$ cat src/rtl/fetch_pc.sv
// rtl/fetch_pc.sv - MIPS fetch stage: program counter, next-PC selection and IF/ID register
module fetch_pc #(
  parameter logic [31:0] PC_RESET = 32'h0000_3000,
  parameter logic [31:0] IM_BASE  = 32'h0000_3000,
  parameter int          IM_WORDS = 4096
) (
  input  logic        clk,
  input  logic        reset,
  input  logic        stall,
  input  logic        flush,
  input  logic        redirect_valid,
  input  logic [31:0] redirect_pc,
  output logic [31:0] pc_f,
  input  logic [31:0] instr_f,
  output logic [31:0] instr_d,
  output logic [31:0] pc_d,
  output logic [31:0] pc8_d,
  output logic        valid_d,
  output logic        exc_adel_d
);

  localparam logic [32:0] IM_LO = {1'b0, IM_BASE};
  localparam logic [32:0] IM_HI = {1'b0, IM_BASE} + (33'(IM_WORDS) << 2);

  logic [31:0] pc_q;
  logic [31:0] next_pc;
  logic [31:0] fetch_word;
  logic        legal;

  assign pc_f = pc_q;

  // 33-bit compare keeps the end-of-memory bound from wrapping at the top of the address space
  always_comb begin
    legal = (pc_q[1:0] == 2'b00)
         && ({1'b0, pc_q} >= IM_LO)
         && ({1'b0, pc_q} <  IM_HI);
  end

  always_comb begin
    next_pc    = redirect_valid ? redirect_pc : pc_q + 32'd4;
    fetch_word = legal ? instr_f : 32'h0;
  end

  // Stall drops any concurrent redirect; the branch re-asserts it once D is released
  always_ff @(posedge clk or negedge reset) begin
    if (!reset) begin
      pc_q <= PC_RESET;
    end else if (!stall) begin
      pc_q <= next_pc;
    end
  end

  always_ff @(posedge clk or negedge reset) begin
    if (!reset) begin
      instr_d    <= 32'h0;
      pc_d       <= 32'h0;
      pc8_d      <= 32'h0;
      valid_d    <= 1'b0;
      exc_adel_d <= 1'b0;
    end else if (flush) begin
      instr_d    <= 32'h0;
      pc_d       <= 32'h0;
      pc8_d      <= 32'h0;
      valid_d    <= 1'b0;
      exc_adel_d <= 1'b0;
    end else if (!stall) begin
      instr_d    <= fetch_word;
      pc_d       <= pc_q;
      pc8_d      <= pc_q + 32'd8;
      valid_d    <= 1'b1;
      exc_adel_d <= !legal;
    end
  end

endmodule

$ cat config.mk
export PLATFORM = sky130hd
export DESIGN_NAME = fetch_pc
export DESIGN_NICKNAME = d
export VERILOG_FILES = /design/src/rtl/fetch_pc.sv
export SDC_FILE = /design/constraint.sdc
export NUM_CORES = 1
export LEC_CHECK = 0
export CORE_UTILIZATION = 47
export DETAILED_ROUTE_END_ITERATION = 7
export HOLD_SLACK_MARGIN = 0.1
export PLACE_DENSITY = 0.91
export SLEW_MARGIN = 5
export SYNTH_ARGS = -nofsm -noshare
export SYNTH_HDL_FRONTEND = slang
export SYNTH_SLANG_ARGS = --single-unit
$ cat constraint.sdc
create_clock -name clk -period 2.7 [get_ports clk]
set_clock_uncertainty 0.2 [all_clocks]
set_input_delay 0.675 -clock clk [delete_from_list [all_inputs] [get_ports clk]]
set_output_delay 0.675 -clock clk [all_outputs]
set_load 0.05 [all_outputs]
==> impl_metrics.ini, run 1 <==
[setup_path]
slowest_stage = clkdlybuf4s50_1
worstSetupPathType = reg2out
critical_path.cell_chain = buf_4 -> clkdlybuf4s50_1
crit_arrival_ns = 1.79
crit_path_end_kind = primary output
crit_buf_inv = 2
path_delay_family = buffers and inverters
crit_fanout = 8
cp.required_ns = 1.82
crit_path_max_incr_delay_ns = 0.81
critPathLaunchType = flip-flop

[synth]
synth_top_area_share_pct = 48.3
ys_seq_area_share_pct = 49.1
muxShareOfSynthArea_pct = 4.64
synth_compound_area_share_pct = 18.0
synthArstFlopShare_pct = 100
yosys.area_share.simple_pct = 20.0
synthTopCellsByCount = dfrtp_1 (125), nor2_1 (103), clkbuf_1 (55)
synth-edff-count = 0
ys.flop_type = dfrtp_1
synth_top_family_by_area = simple AND/OR/NAND/NOR gates
netlist_area_um2 = 6470
synth_fa_ha_area_share_pct = 0.580
yosysUniqueCellTypes = 53
ys_warn_count = 0
syn_nets = 760
ys_ff_latch = 127
yosysMostFrequentCell = dfrtp_1
syn_avg_cell_area_um2 = 9.41
yosys.area.top_type = dfrtp_1
synth_xor_area_share_pct = 1.49
synthTopCellsByArea = dfrtp_1 (48%), nor2_1 (6.0%), mux2i_1 (4.6%), a32oi_1 (4.5%), clkbuf_1 (3.2%)
synthCells = 688

[timing]
fin_crit_ns = 2.66
slew_headroom_pct = 52.7
holdWs_ns = 0.114
rsz0062_at_grt = no
setup_viol = 0
tns_ns = 0
fmax_ghz = 0.376
finalHoldViolCount = 0
finalCritPeriodShare_pct = 98.6
slew_violations = 0
tightest_slew_ns = 0.709

[cts]
clk_latency_ns = 0.42
cts_sinks = 127
cts.htree.levels = 4
cts_inserted_buffers = 17
cts_tree = yes
path_clk_slew_ns = 0.05
clock-root-buffer = clkbuf_16
cts.path.max_buffers = 2

[placement]
detailed_place_hpwl_um = 14400
place.port_buffers = 198
place_inst = 1036
gp_congestion = 0.927

[global_routing]
grt_max_degree = 128
antenna_found_initial = 0
grt_pass1_vias = 6360
grt_usage_pct = 30.5
grt-ovfl-total = 0
grt_pass1_wl_um = 33900

[floorplan]
rows = 42
core_area_um2 = 13300
io-pin-count = 199
start_util_pct = 48.5
die_x_um = 119
die_area_um2 = 14300
die_height_um = 119

[drt]
wire_per_inst_um = 19.8
wl_um = 21100
drtIter0Drc = 636
drt_pre_antenna_iters = 5
vias = 6627
remaining_drc_errors = 0
via_per_inst = 6.21
final_antenna_net_count = 0

[layout]
fillCellCount = 1012
fin_cells = 1068
final_nets = 951
area_growth_pct = 44.3
drive_gt1_share_pct = 10.8
antenna_cells = 0

[pwr]
p_leak_nw = 3.89
power_density_nw_per_um2 = 663
peakVddDrop_v = 0.000384

[run_status]
status = completed

[worst_hold_path]
hp-class = in2async

[run]
maxCapViolCount = 0
-- through the flow --
step	cell area, µm²	utilization, %	worst slack, ns	power [mW]
after global routing	9340	70.0	0.00293	6.41
final	9340	70.0	0.0370	6.20
after CTS	9320	69.8	0.0118	6.20
after global placement	8730	65.4	0.171	3.88
after floorplan	6470	-	0.0983	3.23
after detailed placement	8730	65.4	0.147	3.91
-- routing by layer --
metal  part of all wire (%)  wire length, µm  vias up  global-route usage (%)
met5                      0                0        -                       0
li1                       -                -     2931                       -
met4                    3.6              761        0                    15.1
met3                    8.9             1890       65                    7.04
met2                     47             9890      393                    46.3
met1                     41             8580     3238                    41.0
-- where the power goes --
group          switching (mW)  leakage (nW)  internal, mW
sequential              0.195          1.65          2.05
combinational            1.06          1.95         0.580
clock                   0.798         0.291          1.51
-- final timing paths --
path	from	to	slack [ns]	cells past startpoint
hold reg to reg	instr_d[27]	instr_d[27]	0.31	2
setup reg to reg	pc_f[13]	pc8_d[26]	0.12	4
hold / removal	reset	instr_d[21]	0.11	2
min in group clk	instr_d[27]	instr_d[27]	0.31	2
max in group asynchronous	reset	pc8_d[12]	1.64	2
setup / recovery	pc_f[7]	pc_f[7]	0.04	2
-- sequential cells by signal (all words and copies together), names as in the netlist --
register	count
pc_f	32
pc_d	32
exc_adel_d	1
pc8_d	29
instr_d	32
valid_d	1
-- kinds of logic (layout without fill, tap and decap cells) --
family                     after synthesis  after routing
AOI/OAI and AO/OA                      161            161
DFF                                    127            127
and+or+nand+nor                        260            260
xor gates and xnor gates                11             11
buffers and inverters                   96            300
muxes                                   30             30
adders and majority gates                3              3
-- worst register-to-register path, delay by kind of cell (launching register included) --
kind            cells  cell delay [ns]
simple gates        3             1.35
flops               1             0.65
compound gates      1             0.28
-- timing repair --
item	in CTS	in global routing
hold buffers	0	0
setup buffers	0	0
setup endpoints to repair	6	6
gates resized for setup	6	7
endpoints found under the hold margin	0	0
-- final cells by class --
cell class | instances | area, µm² | area share, %
inverters | 20 | 75.1 | 0.803
flip-flops and latches | 127 | 3180 | 34.0
well taps | 176 | 220 | 2.36
clock buffers | 28 | 527 | 5.64
multi-input cells | 465 | 2910 | 31.1
clock inverters | 4 | 72.6 | 0.777
repair buffers | 248 | 2360 | 25.3
-- cell usage in the layout, fill, tap and decap left out, types with 4 or more instances in the layout --
cell type,instances
clkdlybuf4s50_1,176
dfrtp_1,125
nor2_1,103
buf_4,58
nand2_1,44
a32oi_1,33
mux2i_1,30
a21oi_1,27
o21ai_0,26
nor4_1,21
inv_1,20
clkbuf_16,17
or3_1,16
or4_1,16
a211oi_1,16
nand4_1,15
a311oi_1,14
nor3_1,13
xnor2_1,10
a22oi_1,7
nand3_1,6
clkbuf_8,6
dlygate4sd2_1,6
o31ai_1,5
o2bb2ai_1,5
and3_1,5
clkbuf_1,5
dlymetal6s2s_1,5
o22ai_1,4
No activity file was read; power rests on OpenSTA's default activity.
==> inputs of run 2 (changes only) <==
Settings changed: CAP_MARGIN set to 20.
==> results of run 2 <==
No change in the layout: final DEF, timing and power equal those of run 1.
==> inputs of run 3 (changes only) <==
Settings changed: HOLD_SLACK_MARGIN 0.1 to 0.15, MAX_ROUTING_LAYER set to met4.
==> run 3 against run 2 <==
Net effect: critical path depth decreased by 1; first-iteration DRC count increased by 28%; routed wire length increased by 3.5%; hold slack improved by 0.20 ns; clock-buffer cell count decreased by 1; setup slack about the same; register-to-register slack improved by 0.02 ns; sequential share of layout area decreased by 0.25 points; sequential cell count unchanged; clock power decreased by 3%; cell count increased by 0.84%; sequential power about the same; highest routed layer unchanged.
==> impl_metrics.ini, run 3 (synthesis gave the netlist of run 1 again) <==
[floorplan]
die_x_um = 119
start_util_pct = 48.5
die_height_um = 119
io-pin-count = 199
core_area_um2 = 13300
rows = 42
die_area_um2 = 14300

[layout]
area_growth_pct = 45.4
drive_gt1_share_pct = 11.7
antenna_cells = 0
final_cell_mix = clkdlybuf4s50_1 (175), dfrtp_1 (125), nor2_1 (103)
final_nets = 960
fillCellCount = 1008
final_core_utilization_pct = 70.5
layout_commonest_cell = clkdlybuf4s50_1

[timing]
slew_violations = 0
finalHoldViolCount = 0
slew_headroom_pct = 43.5
fin_crit_ns = 2.66
tightest_slew_ns = 0.840
setup_viol = 0
finalCritPeriodShare_pct = 98.6
rsz0062_at_grt = no
tns_ns = 0
fmax_ghz = 0.375

[setup_path]
crit_path_end_kind = primary output
path_delay_family = buffers and inverters
crit_fanout = 7
critPathLaunchType = flip-flop
crit_buf_inv = 1
crit_arrival_ns = 1.79
worstSetupPathType = reg2out
slowest_stage = clkdlybuf4s50_1
cp.required_ns = 1.82
critical_path.cell_chain = clkdlybuf4s50_1
crit_path_max_incr_delay_ns = 0.87

[drt]
via_per_inst = 6.18
wire_per_inst_um = 20.3
drtIter0Drc = 815
wl_um = 21900
final_antenna_net_count = 0
vias = 6661
remaining_drc_errors = 0
drt_pre_antenna_iters = 6

[cts]
cts_inserted_buffers = 17
cts.htree.levels = 4
cts.path.max_buffers = 2
clock-root-buffer = clkbuf_16
cts_tree = yes
clk_latency_ns = 0.42
cts_setup_buffers = 0
cts_sinks = 127
path_clk_slew_ns = 0.05

[global_routing]
grt_pass1_wl_um = 34400
antenna_found_initial = 0
grt_usage_pct = 32.2
grt_pass1_vias = 6440
grt-ovfl-total = 0
grt_max_degree = 65

[pwr]
power_density_nw_per_um2 = 655
peakVddDrop_v = 0.000417
p_leak_nw = 3.97

[run]
maxCapViolCount = 0

[placement]
place.port_buffers = 198
detailed_place_hpwl_um = 15100
gp_congestion = 0.955

[worst_hold_path]
hp-class = reg2reg

[run_status]
status = completed
-- run 3: changes by cell type in the layout (fill, tap and decap cells not counted), sizes merged, moves of 2 or more --
cell | before | now
dlymetal6s2s | 5 | 8
clkinv | 1 | 4
buf | 61 | 69
dlygate4sd2 | 6 | 4
-- run 3: per-layer routing --
layer,up-vias,global-route usage (%),share of wire (%)
li1,2939,-,-
met1,3215,40.4,40
met2,413,49.6,47
met3,94,7.85,9.3
met4,0,14.3,4.1
met5,-,-,0
-- run 3: area by class of cell --
class	instances	area, µm²	area share, %
clock inverter	5	50.0	0.532
multi-input combinational	465	2900	30.8
sequential	127	3180	33.8
tap	176	220	2.34
timing repair buffer	257	2460	26.1
inverter	20	75.1	0.797
clock buffer	27	533	5.66
-- run 3: power breakdown --
group | switching [mW] | internal (mW)
combinational | 1.08 | 0.597
clock | 0.805 | 1.43
sequential | 0.195 | 2.05
-- run 3: worst register-to-register path, stage by stage, from the launching register on --
cell	delay, ns
dfrtp_1	0.55
nand4_1	0.21
or4_1	0.74
or4_1	0.48
a311oi_1	0.28
-- run 3: per-stage QoR --
| stage | power, mW | cell area (µm²) | worst slack (ns) | std cells | hold WS, ns |
|---|---|---|---|---|---|
| 6_report | 6.16 | 9410 | 0.0367 | 1077 | 0.312 |
| 5_1_grt | 6.37 | 9410 | 0.00679 | 1077 | 0.338 |
| 4_1_cts | 6.16 | 9390 | 0.0110 | 1077 | 0.315 |
| 3_5_place_dp | 3.93 | 8800 | 0.120 | 1044 | 0.301 |
| 3_3_place_gp | 3.90 | 8800 | 0.143 | 1044 | 0.291 |
| 2_1_floorplan | 3.23 | 6470 | 0.0983 | 688 | 0.179 |
-- run 3: worst paths after layout --
check | from | endpoint | slack [ns] | cells after the start
min reg2reg | instr_d[8] | instr_d[8] | 0.31 | 2
min in group asynchronous | reset | instr_d[23] | 0.60 | 2
max in group asynchronous | reset | pc_f[12] | 1.03 | 3
min | instr_d[8] | instr_d[8] | 0.31 | 2
max | pc_f[23] | pc_f[23] | 0.04 | 1
max reg2reg | pc_f[6] | pc8_d[28] | 0.14 | 4
-- run 3: what timing repair did --
item / 4_1_cts / 5_1_grt
resized for setup: 4 / 9
hold endpoints to repair: 55 / 0
endpoints found under the setup margin: 4 / 10
hold buffers: 1 / 0
